File: config.mk
export PLATFORM = sky130hd
export DESIGN_NAME = pwm_duty_meter_flat
export DESIGN_NICKNAME = d
export VERILOG_FILES = /design/src/rtl/pwm_duty_meter_if.sv /design/src/rtl/pwm_duty_meter.sv /design/src/flat_wrapper.sv
export SDC_FILE = /design/constraint.sdc
export NUM_CORES = 1
export LEC_CHECK = 0
export CAP_MARGIN = 20
export CELL_PAD_IN_SITES_DETAIL_PLACEMENT = 1
export CELL_PAD_IN_SITES_GLOBAL_PLACEMENT = 1
export CORE_UTILIZATION = 50
export CTS_BUF_LIST = sky130_fd_sc_hd__clkbuf_4 sky130_fd_sc_hd__clkbuf_8
export DETAILED_ROUTE_END_ITERATION = 7
export PLACE_DENSITY = 0.85
export SLEW_MARGIN = 40
export SYNTH_ARGS = -nofsm -noshare
export SYNTH_HDL_FRONTEND = slang
export SYNTH_SLANG_ARGS = --single-unit
export TNS_END_PERCENT = 1
File: constraint.sdc
create_clock -name clk -period 5.9 [get_ports clk]
set_input_delay 0.59 -clock clk [delete_from_list [all_inputs] [get_ports clk]]
set_output_delay 0.59 -clock clk [all_outputs]
set_load 0.005 [all_outputs]
File: src/rtl/pwm_duty_meter_if.sv
// Signal bundle between the PWM duty meter and its user: the measured input
// plus all result/status outputs. The meter attaches as slave.
interface pwm_duty_meter_if;
  logic       pwm_in;
  logic [3:0] duty;
  logic       duty_valid;
  logic [7:0] period;
  logic       stuck;
  logic       busy;
  logic       dropped;

  modport master (
    output pwm_in,
    input  duty, duty_valid, period, stuck, busy, dropped
  );

  modport slave (
    input  pwm_in,
    output duty, duty_valid, period, stuck, busy, dropped
  );
endinterface

File: src/rtl/pwm_duty_meter.sv
// PWM duty meter: measures the period and high time between consecutive
// rising edges of an asynchronous PWM input and reports the duty cycle in
// tenths (0..10), computed by repeated addition, one step per cycle.
module pwm_duty_meter (
  input logic             clk,
  input logic             rst_n,
  pwm_duty_meter_if.slave bus
);

  typedef enum logic [1:0] {StIdle, StMeasure, StCalc, StDone} state_e;

  state_e      state_q, state_d;
  logic        s1, s2, s3;
  logic        level, rise, timeout;
  logic [7:0]  pcnt, hcnt;
  logic [7:0]  p_q, p_d;
  logic [11:0] target_q, target_d;
  logic [11:0] acc_q, acc_d;
  logic [11:0] acc_sum;
  logic [3:0]  k_q, k_d;
  logic [3:0]  duty_q, duty_d;
  logic [7:0]  period_q, period_d;
  logic        stuck_q, stuck_d;
  logic        valid_q, valid_d;
  logic        dropped_q, dropped_d;

  assign level   = s2;
  assign rise    = s2 & ~s3;
  assign acc_sum = acc_q + {4'd0, p_q};

  // Fires on the edge where pcnt steps 254 -> 255; a coincident rise wins.
  // IDLE is excluded so an unarmed block never reports a timeout.
  assign timeout = (state_q != StIdle) && !stuck_q && !rise && (pcnt == 8'd254);

  // Input synchroniser, edge history and period/high-time counters.
  always_ff @(posedge clk) begin
    if (!rst_n) begin
      s1   <= 1'b0;
      s2   <= 1'b0;
      s3   <= 1'b0;
      pcnt <= 8'd0;
      hcnt <= 8'd0;
    end else begin
      s1 <= bus.pwm_in;
      s2 <= s1;
      s3 <= s2;
      if (rise) begin
        pcnt <= 8'd1;
        hcnt <= 8'd1;
      end else begin
        if (pcnt != 8'd255) pcnt <= pcnt + 8'd1;
        if (level && (hcnt != 8'd255)) hcnt <= hcnt + 8'd1;
      end
    end
  end

  // FSM state and datapath registers.
  always_ff @(posedge clk) begin
    if (!rst_n) begin
      state_q   <= StIdle;
      p_q       <= 8'd0;
      target_q  <= 12'd0;
      acc_q     <= 12'd0;
      k_q       <= 4'd0;
      duty_q    <= 4'd0;
      period_q  <= 8'd0;
      stuck_q   <= 1'b0;
      valid_q   <= 1'b0;
      dropped_q <= 1'b0;
    end else begin
      state_q   <= state_d;
      p_q       <= p_d;
      target_q  <= target_d;
      acc_q     <= acc_d;
      k_q       <= k_d;
      duty_q    <= duty_d;
      period_q  <= period_d;
      stuck_q   <= stuck_d;
      valid_q   <= valid_d;
      dropped_q <= dropped_d;
    end
  end

  // Next-state and datapath updates; duty is the largest k with k*P <= 10*H.
  always_comb begin
    state_d   = state_q;
    p_d       = p_q;
    target_d  = target_q;
    acc_d     = acc_q;
    k_d       = k_q;
    duty_d    = duty_q;
    period_d  = period_q;
    stuck_d   = stuck_q;
    valid_d   = 1'b0;
    dropped_d = 1'b0;

    case (state_q)
      StIdle: begin
        if (rise) begin
          stuck_d = 1'b0;
          state_d = StMeasure;
        end
      end
      StMeasure: begin
        if (rise) begin
          p_d      = pcnt;
          // 10*H as 8*H + 2*H
          target_d = {1'b0, hcnt, 3'b000} + {3'b000, hcnt, 1'b0};
          acc_d    = 12'd0;
          k_d      = 4'd0;
          state_d  = StCalc;
        end
      end
      StCalc: begin
        if (rise) dropped_d = 1'b1;
        if ((k_q < 4'd10) && (acc_sum <= target_q)) begin
          acc_d = acc_sum;
          k_d   = k_q + 4'd1;
        end else begin
          duty_d   = k_q;
          period_d = p_q;
          valid_d  = 1'b1;
          state_d  = StDone;
        end
      end
      StDone: begin
        if (rise) dropped_d = 1'b1;
        state_d = StMeasure;
      end
      default: state_d = StIdle;
    endcase

    if (timeout) begin
      stuck_d = 1'b1;
      duty_d  = level ? 4'd10 : 4'd0;
      valid_d = 1'b1;
      state_d = StIdle;
    end
  end

  assign bus.duty       = duty_q;
  assign bus.duty_valid = valid_q;
  assign bus.period     = period_q;
  assign bus.stuck      = stuck_q;
  assign bus.dropped    = dropped_q;
  assign bus.busy       = (state_q == StCalc) || (state_q == StDone);

endmodule
File: src/flat_wrapper.sv
// flat-port wrapper written by rule: the top's interface ports become plain ports
module pwm_duty_meter_flat 
  (clk, rst_n, bus_pwm_in, bus_duty, bus_duty_valid, bus_period, bus_stuck, bus_busy, bus_dropped);
  pwm_duty_meter_if bus_i ();
  input logic clk;
  input logic rst_n;
  input wire logic [$bits(bus_i.pwm_in)-1:0] bus_pwm_in;
  output wire logic [$bits(bus_i.duty)-1:0] bus_duty;
  output wire logic [$bits(bus_i.duty_valid)-1:0] bus_duty_valid;
  output wire logic [$bits(bus_i.period)-1:0] bus_period;
  output wire logic [$bits(bus_i.stuck)-1:0] bus_stuck;
  output wire logic [$bits(bus_i.busy)-1:0] bus_busy;
  output wire logic [$bits(bus_i.dropped)-1:0] bus_dropped;
  assign bus_i.pwm_in = bus_pwm_in;
  assign bus_duty = bus_i.duty;
  assign bus_duty_valid = bus_i.duty_valid;
  assign bus_period = bus_i.period;
  assign bus_stuck = bus_i.stuck;
  assign bus_busy = bus_i.busy;
  assign bus_dropped = bus_i.dropped;
  pwm_duty_meter u_core (.clk(clk), .rst_n(rst_n), .bus(bus_i));
endmodule
==> flow_results.xml, run 1 <==
<?xml version="1.0" encoding="UTF-8"?>
<metrics>
  <group name="clock_network">
    <metric name="cts-root-to-sink-buffers" unit="">2</metric>
    <metric name="cts.htree.levels" unit="">3</metric>
    <metric name="cts_tree" unit="">done</metric>
    <metric name="clkSlewWorstSetupHoldPaths" unit="ps">80</metric>
    <metric name="cts.sink_count" unit="">71</metric>
    <metric name="cts-root-buf" unit="">sky130_fd_sc_hd__clkbuf_8</metric>
    <metric name="cts.hold.buffers_added" unit="">0</metric>
    <metric name="cts_post_setup_buffers_inserted" unit="">0</metric>
    <metric name="cts.repair.resized" unit="">0</metric>
    <metric name="cts_inserted_buffers" unit="">9</metric>
    <metric name="clk-insertion-delay-late" unit="ps">350</metric>
  </group>
  <group name="critical_path">
    <metric name="critical_path_required" unit="ps">6180</metric>
    <metric name="crit_path_max_fanout" unit="">11</metric>
    <metric name="worst_path_dominant_cell_family" unit="">compound AO/OA/AOI/OAI gates</metric>
    <metric name="critical_path.endpoint_type" unit="">flip-flop</metric>
    <metric name="crit_buf_inv" unit="">1</metric>
    <metric name="worstPathCellList" unit="">ha_1 -&gt; a211oi_1 -&gt; nor3_1 -&gt; o31ai_1 -&gt; nor2_1 -&gt; xor2_1 -&gt; ha_1 -&gt; nand4_2 -&gt; a211oi_2 -&gt; a211oi_4 -&gt; nor3b_4 -&gt; buf_6 -&gt; o21a_1 -&gt; a22o_1</metric>
    <metric name="timing_worst_setup_path_type" unit="">reg2reg</metric>
    <metric name="kind_of_launch_point_of_the_worst_setup_path" unit="">flip-flop</metric>
    <metric name="worst_endpoint_data_arrival_time" unit="ps">4810</metric>
    <metric name="cp_slowest_stage_delay" unit="ps">560</metric>
    <metric name="reg2reg_setup_slack" unit="ps">1380</metric>
    <metric name="worst_path_most_repeated_cell" unit="">sky130_fd_sc_hd__ha_1</metric>
    <metric name="critPathSlowestCell" unit="">sky130_fd_sc_hd__o31ai_1</metric>
  </group>
  <group name="floorplanning">
    <metric name="area_of_the_die" unit="sq mm">0.00823</metric>
    <metric name="fp.dieW" unit="microns">90.7</metric>
    <metric name="initial_core_util" unit="">0.528</metric>
    <metric name="core_area" unit="sq mm">0.00745</metric>
    <metric name="die_y" unit="microns">90.7</metric>
    <metric name="num_rows" unit="">31</metric>
    <metric name="io-pin-count" unit="">19</metric>
  </group>
  <group name="timing">
    <metric name="finClkSkew" unit="ps">10.8</metric>
    <metric name="totalNegativeSetupSlack" unit="ps">0</metric>
    <metric name="transition_time_at_the_pin_with_the_least_slew_margin" unit="ps">742</metric>
    <metric name="slew_headroom" unit="">0.504</metric>
    <metric name="post-route-min-period" unit="ps">4520</metric>
    <metric name="fmax" unit="GHz">0.221</metric>
    <metric name="timing.final.hold_violations" unit="">0</metric>
    <metric name="slew_viol_final" unit="">0</metric>
    <metric name="final.period_utilization" unit="">0.767</metric>
    <metric name="finalSetupViolations" unit="">0</metric>
    <metric name="setup_repair_after_global_routing_missed_its_margin" unit="">no</metric>
  </group>
  <group name="placed_design">
    <metric name="port_buffers" unit="">18</metric>
    <metric name="place_congestion" unit="">0.849</metric>
    <metric name="dpl-instance-area" unit="sq mm">0.00415</metric>
    <metric name="dp_hpwl" unit="microns">7500</metric>
  </group>
  <group name="global_routing">
    <metric name="grt_max_degree" unit="">60</metric>
    <metric name="grt_antenna_before_repair" unit="">0</metric>
    <metric name="grtUsageTotal" unit="">0.272</metric>
    <metric name="grt_remaining_overflow" unit="">0</metric>
    <metric name="grt_first_pass_wirelength" unit="microns">17600</metric>
    <metric name="first_global_vias" unit="">3455</metric>
  </group>
  <group name="route">
    <metric name="residual_drc" unit="">0</metric>
    <metric name="vias_per_cell" unit="">5.90</metric>
    <metric name="drt.antenna.violating_nets" unit="">0</metric>
    <metric name="num_vias" unit="">3276</metric>
    <metric name="drt-wirelength-per-cell" unit="microns">19.0</metric>
    <metric name="drt-initial-drc-count" unit="">107</metric>
    <metric name="drt_first_pass_iters" unit="">4</metric>
    <metric name="detail_route.wirelength" unit="microns">10500</metric>
  </group>
  <group name="power">
    <metric name="p_clk_frac" unit="">0.389</metric>
    <metric name="power_leakage" unit="nW">1.73</metric>
    <metric name="power.switching_fraction" unit="">0.289</metric>
    <metric name="share_comb_of_total_power" unit="">0.138</metric>
    <metric name="p_int" unit="mW">0.755</metric>
    <metric name="worst_vdd_ir" unit="mV">0.139</metric>
    <metric name="sequentialPowerShare" unit="">0.473</metric>
    <metric name="power-per-cell-area" unit="mW/mm^2">243</metric>
    <metric name="net-switching-power" unit="mW">0.307</metric>
  </group>
  <group name="synth">
    <metric name="synth.net_count" unit="">477</metric>
    <metric name="netlist_area" unit="sq mm">0.00393</metric>
    <metric name="synth.distinct_cells" unit="">62</metric>
    <metric name="yosys_warnings" unit="">0</metric>
    <metric name="netlist_instances" unit="">439</metric>
    <metric name="synth_top_cell_by_area" unit="">sky130_fd_sc_hd__dfxtp_1</metric>
    <metric name="synth_seq_area_share" unit="">0.361</metric>
    <metric name="ys_async_sr_fraction" unit="">0</metric>
    <metric name="post_synth_main_area_contributors" unit="">sky130_fd_sc_hd__dfxtp_1, sky130_fd_sc_hd__ha_1, sky130_fd_sc_hd__nand2_1, sky130_fd_sc_hd__mux2i_1, sky130_fd_sc_hd__a21boi_0</metric>
    <metric name="post-synth-top-area-fraction" unit="">0.361</metric>
    <metric name="number_of_enable_flip_flop_cells_after_synthesis" unit="">0</metric>
    <metric name="synth_seq_cells" unit="">71</metric>
    <metric name="most_common_flop_cell_mapped_by_yosys" unit="">sky130_fd_sc_hd__dfxtp_1</metric>
    <metric name="avgSynthCellArea" unit="sq um">8.96</metric>
  </group>
  <group name="layout">
    <metric name="antenna_cells_inserted" unit="">0</metric>
    <metric name="postLayoutCoreUtil" unit="">0.587</metric>
    <metric name="drive_gt1_frac" unit="">0.0789</metric>
    <metric name="layout-area-overhead-vs-synth" unit="%">11.1</metric>
    <metric name="design_area" unit="sq mm">0.00437</metric>
    <metric name="num-nets-final" unit="">489</metric>
    <metric name="top_library_cells_by_usage_in_the_layout_fill_and_taps_aside" unit="">sky130_fd_sc_hd__dfxtp_1, sky130_fd_sc_hd__nand2_1, sky130_fd_sc_hd__ha_1</metric>
    <metric name="final_common_cell" unit="">sky130_fd_sc_hd__dfxtp_1</metric>
  </group>
  <group name="worst_hold_path">
    <metric name="min-delay-path-class" unit="">reg2reg</metric>
  </group>
  <group name="run">
    <metric name="max-cap-violations" unit="">0</metric>
  </group>
  <group name="outcome">
    <metric name="run_status" unit="">finished clean</metric>
  </group>
</metrics>
[path summary, 6_finish.rpt]
kind | startpoint | end | cells after the start
min reg2reg | u_core.s1$_SDFF_PN0_ | u_core.level$_SDFF_PN0_ | 1
min | u_core.s1$_SDFF_PN0_ | u_core.level$_SDFF_PN0_ | 1
max reg2reg | u_core.p_q[1]$_SDFFE_PN0P_ | u_core.k_q[1]$_SDFFE_PN0P_ | 14
max | u_core.p_q[1]$_SDFFE_PN0P_ | u_core.k_q[1]$_SDFFE_PN0P_ | 14
[cell families (layout without fill, tap and decap cells)]
group                    after synthesis  in the layout  synth area share
AND/OR/NAND/NOR                      155            155             0.211
AO/OA/AOI/OAI                         99             99             0.182
flip-flops                            71             71             0.361
buffers and inverters                 43             60            0.0455
adder cells (fa/ha/maj)               35             35             0.115
XOR/XNOR                              22             22            0.0490
multiplexers                          14             14            0.0363
[cells in the mapped netlist, types with 10 or more instances]
master,instances
sky130_fd_sc_hd__a21boi_0,16
sky130_fd_sc_hd__a21oi_1,19
sky130_fd_sc_hd__clkbuf_1,14
sky130_fd_sc_hd__dfxtp_1,71
sky130_fd_sc_hd__ha_1,33
sky130_fd_sc_hd__inv_1,24
sky130_fd_sc_hd__mux2i_1,12
sky130_fd_sc_hd__nand2_1,51
sky130_fd_sc_hd__nand3_1,19
sky130_fd_sc_hd__nor2_1,24
sky130_fd_sc_hd__nor2b_1,11
sky130_fd_sc_hd__o21ai_0,13
sky130_fd_sc_hd__xnor2_1,12
sky130_fd_sc_hd__xor2_1,10
[power by group through the flow]
stage	sequential (mW)	clock, mW	combinational [mW]
floorplan	0.509	0	0.105
CTS	0.502	0.416	0.145
finish	0.502	0.413	0.146
detailed placement	0.513	0	0.143
global route	0.504	0.438	0.158
global placement	0.512	0	0.135
[flip-flops by register name, summed over array words and instances, names as in the netlist]
| register | flops |
|---|---|
| u_core.state_q | 2 |
| u_core.level | 1 |
| u_core.bus.dropped | 1 |
| u_core.target_q | 11 |
| u_core.hcnt | 8 |
| u_core.bus.stuck | 1 |
| u_core.acc_q | 12 |
| u_core.bus.duty | 4 |
| u_core.s3 | 1 |
| u_core.p_q | 8 |
| u_core.bus.duty_valid | 1 |
| u_core.s1 | 1 |
| u_core.bus.period | 8 |
| u_core.k_q | 4 |
| u_core.pcnt | 8 |
[metal layers]
metal  GRT usage  vias to the layer above  part of all wire  wire length [microns]
li1            -                     1586                 -                      -
met1       0.336                     1611              0.45                   4730
met2       0.467                       60              0.49                   5210
met3      0.0480                       19             0.033                    347
met4       0.109                        0             0.023                    244
met5           0                        -                 0                      0
[layout make-up]
type / count / area [sq um]
Timing Repair Buffer: 20 / 194
Clock inverter: 5 / 56.3
Tap cell: 99 / 124
Multi-Input combinational cell: 325 / 2330
Sequential cell: 71 / 1420
Fill cell: 898 / 3080
Clock buffer: 11 / 151
Inverter: 24 / 90.1
[metrics by stage]
stage / worst slack, ps / total power [mW] / hold slack, ps / cells
floorplan: 2420 / 0.614 / 412 / 439
CTS: 1310 / 1.06 / 445 / 554
finish: 1380 / 1.06 / 438 / 555
global route: 1100 / 1.10 / 456 / 555
detailed placement: 1480 / 0.656 / 423 / 538
global placement: 1720 / 0.647 / 415 / 538
(Power assumes the default switching activity.)
==> run 2, diff against run 1 <==
--- a/config.mk
+++ b/config.mk
@@ -8,10 +8,10 @@
 export CAP_MARGIN = 20
 export CELL_PAD_IN_SITES_DETAIL_PLACEMENT = 1
 export CELL_PAD_IN_SITES_GLOBAL_PLACEMENT = 1
-export CORE_UTILIZATION = 50
+export CORE_UTILIZATION = 44
 export CTS_BUF_LIST = sky130_fd_sc_hd__clkbuf_4 sky130_fd_sc_hd__clkbuf_8
 export DETAILED_ROUTE_END_ITERATION = 7
-export PLACE_DENSITY = 0.85
+export PLACE_DENSITY = 0.79
 export SLEW_MARGIN = 40
 export SYNTH_ARGS = -nofsm -noshare
 export SYNTH_HDL_FRONTEND = slang
==> constraint.sdc (replaced) <==
create_clock -name clk -period 3.9 [get_ports clk]
set_input_delay 0.39 -clock clk [delete_from_list [all_inputs] [get_ports clk]]
set_output_delay 0.39 -clock clk [all_outputs]
set_load 0.005 [all_outputs]
==> run 2 against run 1 <==
  * Via count decreased by 0.85%
  * Power grew 49%
  * Sequential share of layout area fell by 0.21 points
  * Utilization down 8.0 points
  * Largest cell class unchanged
  * Critical path type unchanged
==> flow_results.xml, run 2 (same netlist as run 1, synthesis figures left out) <==
<?xml version="1.0" encoding="UTF-8"?>
<metrics>
  <group name="route">
    <metric name="residual_drc" unit="">0</metric>
    <metric name="drt-wirelength-per-cell" unit="microns">17.7</metric>
    <metric name="drt-initial-drc-count" unit="">75</metric>
    <metric name="drt_first_pass_iters" unit="">4</metric>
    <metric name="vias_per_cell" unit="">5.73</metric>
    <metric name="detail_route.wirelength" unit="microns">10000</metric>
    <metric name="drt.antenna.violating_nets" unit="">0</metric>
    <metric name="num_vias" unit="">3248</metric>
  </group>
  <group name="outcome">
    <metric name="run_status" unit="">finished clean</metric>
  </group>
  <group name="floorplanning">
    <metric name="num_rows" unit="">34</metric>
    <metric name="die_y" unit="microns">96.6</metric>
    <metric name="area_of_the_die" unit="sq mm">0.00932</metric>
    <metric name="initial_core_util" unit="">0.453</metric>
    <metric name="core_area" unit="sq mm">0.00868</metric>
    <metric name="fp.dieW" unit="microns">96.6</metric>
    <metric name="io-pin-count" unit="">19</metric>
  </group>
  <group name="layout">
    <metric name="antenna_cells_inserted" unit="">0</metric>
    <metric name="largest_register" unit="">u_core.acc_q</metric>
    <metric name="final_common_cell" unit="">sky130_fd_sc_hd__dfxtp_1</metric>
    <metric name="postLayoutCoreUtil" unit="">0.507</metric>
    <metric name="largest_register_ff_count" unit="">12</metric>
    <metric name="final_cell_count_no_fill" unit="">567</metric>
    <metric name="top_library_cells_by_usage_in_the_layout_fill_and_taps_aside" unit="">sky130_fd_sc_hd__dfxtp_1, sky130_fd_sc_hd__nand2_1, sky130_fd_sc_hd__ha_1</metric>
    <metric name="layout-area-overhead-vs-synth" unit="%">11.9</metric>
    <metric name="largest_registers" unit="">u_core.acc_q x12, u_core.target_q x11</metric>
    <metric name="drive_gt1_frac" unit="">0.0937</metric>
    <metric name="num-nets-final" unit="">492</metric>
  </group>
  <group name="timing">
    <metric name="timing.final.hold_violations" unit="">0</metric>
    <metric name="post-route-min-period" unit="ps">3680</metric>
    <metric name="final.period_utilization" unit="">0.944</metric>
    <metric name="slew_viol_final" unit="">0</metric>
    <metric name="totalNegativeSetupSlack" unit="ps">0</metric>
    <metric name="fmax" unit="GHz">0.272</metric>
    <metric name="slew_headroom" unit="">0.509</metric>
    <metric name="finalSetupViolations" unit="">0</metric>
    <metric name="holdWs" unit="ps">437</metric>
    <metric name="setup_repair_after_global_routing_missed_its_margin" unit="">no</metric>
    <metric name="transition_time_at_the_pin_with_the_least_slew_margin" unit="ps">735</metric>
    <metric name="finClkSkew" unit="ps">10.5</metric>
  </group>
  <group name="worst_hold_path">
    <metric name="min-delay-path-class" unit="">reg2reg</metric>
  </group>
  <group name="global_routing">
    <metric name="grt_max_degree" unit="">31</metric>
    <metric name="grt_first_pass_wirelength" unit="microns">16800</metric>
    <metric name="first_global_vias" unit="">3304</metric>
    <metric name="grt_remaining_overflow" unit="">0</metric>
    <metric name="grt_antenna_before_repair" unit="">0</metric>
    <metric name="grtUsageTotal" unit="">0.238</metric>
  </group>
  <group name="clock_network">
    <metric name="cts-root-to-sink-buffers" unit="">2</metric>
    <metric name="cts_post_setup_buffers_inserted" unit="">0</metric>
    <metric name="cts_tree" unit="">done</metric>
    <metric name="cts_inserted_buffers" unit="">9</metric>
    <metric name="clk-insertion-delay-late" unit="ps">350</metric>
    <metric name="cts-root-buf" unit="">sky130_fd_sc_hd__clkbuf_8</metric>
    <metric name="cts.htree.levels" unit="">3</metric>
    <metric name="clkSlewWorstSetupHoldPaths" unit="ps">80</metric>
    <metric name="cts.sink_count" unit="">71</metric>
  </group>
  <group name="power">
    <metric name="total_power_after_layout" unit="mW">1.58</metric>
    <metric name="power-per-cell-area" unit="mW/mm^2">359</metric>
    <metric name="power_leakage" unit="nW">1.73</metric>
    <metric name="worst_vdd_ir" unit="mV">0.194</metric>
  </group>
  <group name="placed_design">
    <metric name="port_buffers" unit="">18</metric>
    <metric name="dp_hpwl" unit="microns">7300</metric>
    <metric name="numPlacedInstances" unit="">551</metric>
    <metric name="place_congestion" unit="">0.770</metric>
  </group>
  <group name="critical_path">
    <metric name="worst_endpoint_data_arrival_time" unit="ps">3930</metric>
    <metric name="critical_path.endpoint_type" unit="">flip-flop</metric>
    <metric name="worstPathCellList" unit="">ha_1 -&gt; fa_1 -&gt; a21oi_1 -&gt; nand4b_1 -&gt; a21oi_1 -&gt; o21a_1 -&gt; or2_2 -&gt; ha_1 -&gt; o21ai_1 -&gt; o211ai_2 -&gt; a211oi_4 -&gt; nor3b_4 -&gt; o21a_2 -&gt; a211o_1</metric>
    <metric name="timing_worst_setup_path_type" unit="">reg2reg</metric>
    <metric name="cp_slowest_stage_delay" unit="ps">430</metric>
    <metric name="critical_path_required" unit="ps">4150</metric>
    <metric name="kind_of_launch_point_of_the_worst_setup_path" unit="">flip-flop</metric>
    <metric name="critPathSlowestCell" unit="">sky130_fd_sc_hd__fa_1</metric>
    <metric name="crit_path_max_fanout" unit="">11</metric>
  </group>
  <group name="run">
    <metric name="max-cap-violations" unit="">0</metric>
  </group>
</metrics>
==> run 2: cell count changes in the layout (fill, tap and decap cells not counted), sizes merged <==
cell / before / now
buf: 3 / 6
clkbuf: 11 / 10
clkinvlp: 1 / 2
==> run 2: final timing paths <==
check,startpoint,endpoint,slack (ps),cells after the start
worst max register to register,u_core.p_q[0]$_SDFFE_PN0P_,u_core.acc_q[11]$_SDFFE_PN0P_,220,14
worst min-delay path,u_core.s1$_SDFF_PN0_,u_core.level$_SDFF_PN0_,440,1
worst min register to register,u_core.s1$_SDFF_PN0_,u_core.level$_SDFF_PN0_,440,1
worst max-delay path,u_core.p_q[0]$_SDFFE_PN0P_,u_core.acc_q[11]$_SDFFE_PN0P_,220,14
==> run 2: critical path: cells and delay by family (launching register included) <==
| family | cells | cell delay, ps |
|---|---|---|
| AO/OA/AOI/OAI | 8 | 1720 |
| adder cells (fa/ha/maj) | 3 | 990 |
| AND/OR/NAND/NOR | 3 | 530 |
| flip-flops | 1 | 330 |
==> run 2: report_power, final <==
part           internal [mW]  switching (mW)  total, mW
Combinational         0.0746           0.145      0.220
Clock                  0.309           0.294      0.603
Sequential             0.740          0.0180      0.758
Total                   1.12           0.457       1.58
==> run 2: layer usage <==
metal  track usage  wire length, microns
met3        0.0344                   334
met4        0.0993                   280
met1         0.315                  4720
met5             0                     0
met2         0.387                  4700
==> run 2: cell type report <==
type,count,area [sq um]
Fill cell,1047,4280
Multi-Input combinational cell,325,2340
Sequential cell,71,1420
Timing Repair Buffer,23,213
Clock buffer,10,138
Tap cell,108,135
Inverter,24,90.1
Clock inverter,6,60.1
==> run 2: timing repair <==
item                       in CTS  in global routing
cloned                          0                  0
hold buffers                    0                  0
pin swaps                       1                  2
setup endpoints to repair       1                 27
gates resized for setup         0                  5
==> run 2: stage by stage <==
step	worst slack, ps	area, sq um
floorplan	425	3930
global placement	238	4190
detailed placement	48.3	4190
CTS	4.68	4390
global route	28.7	4400
finish	218	4400
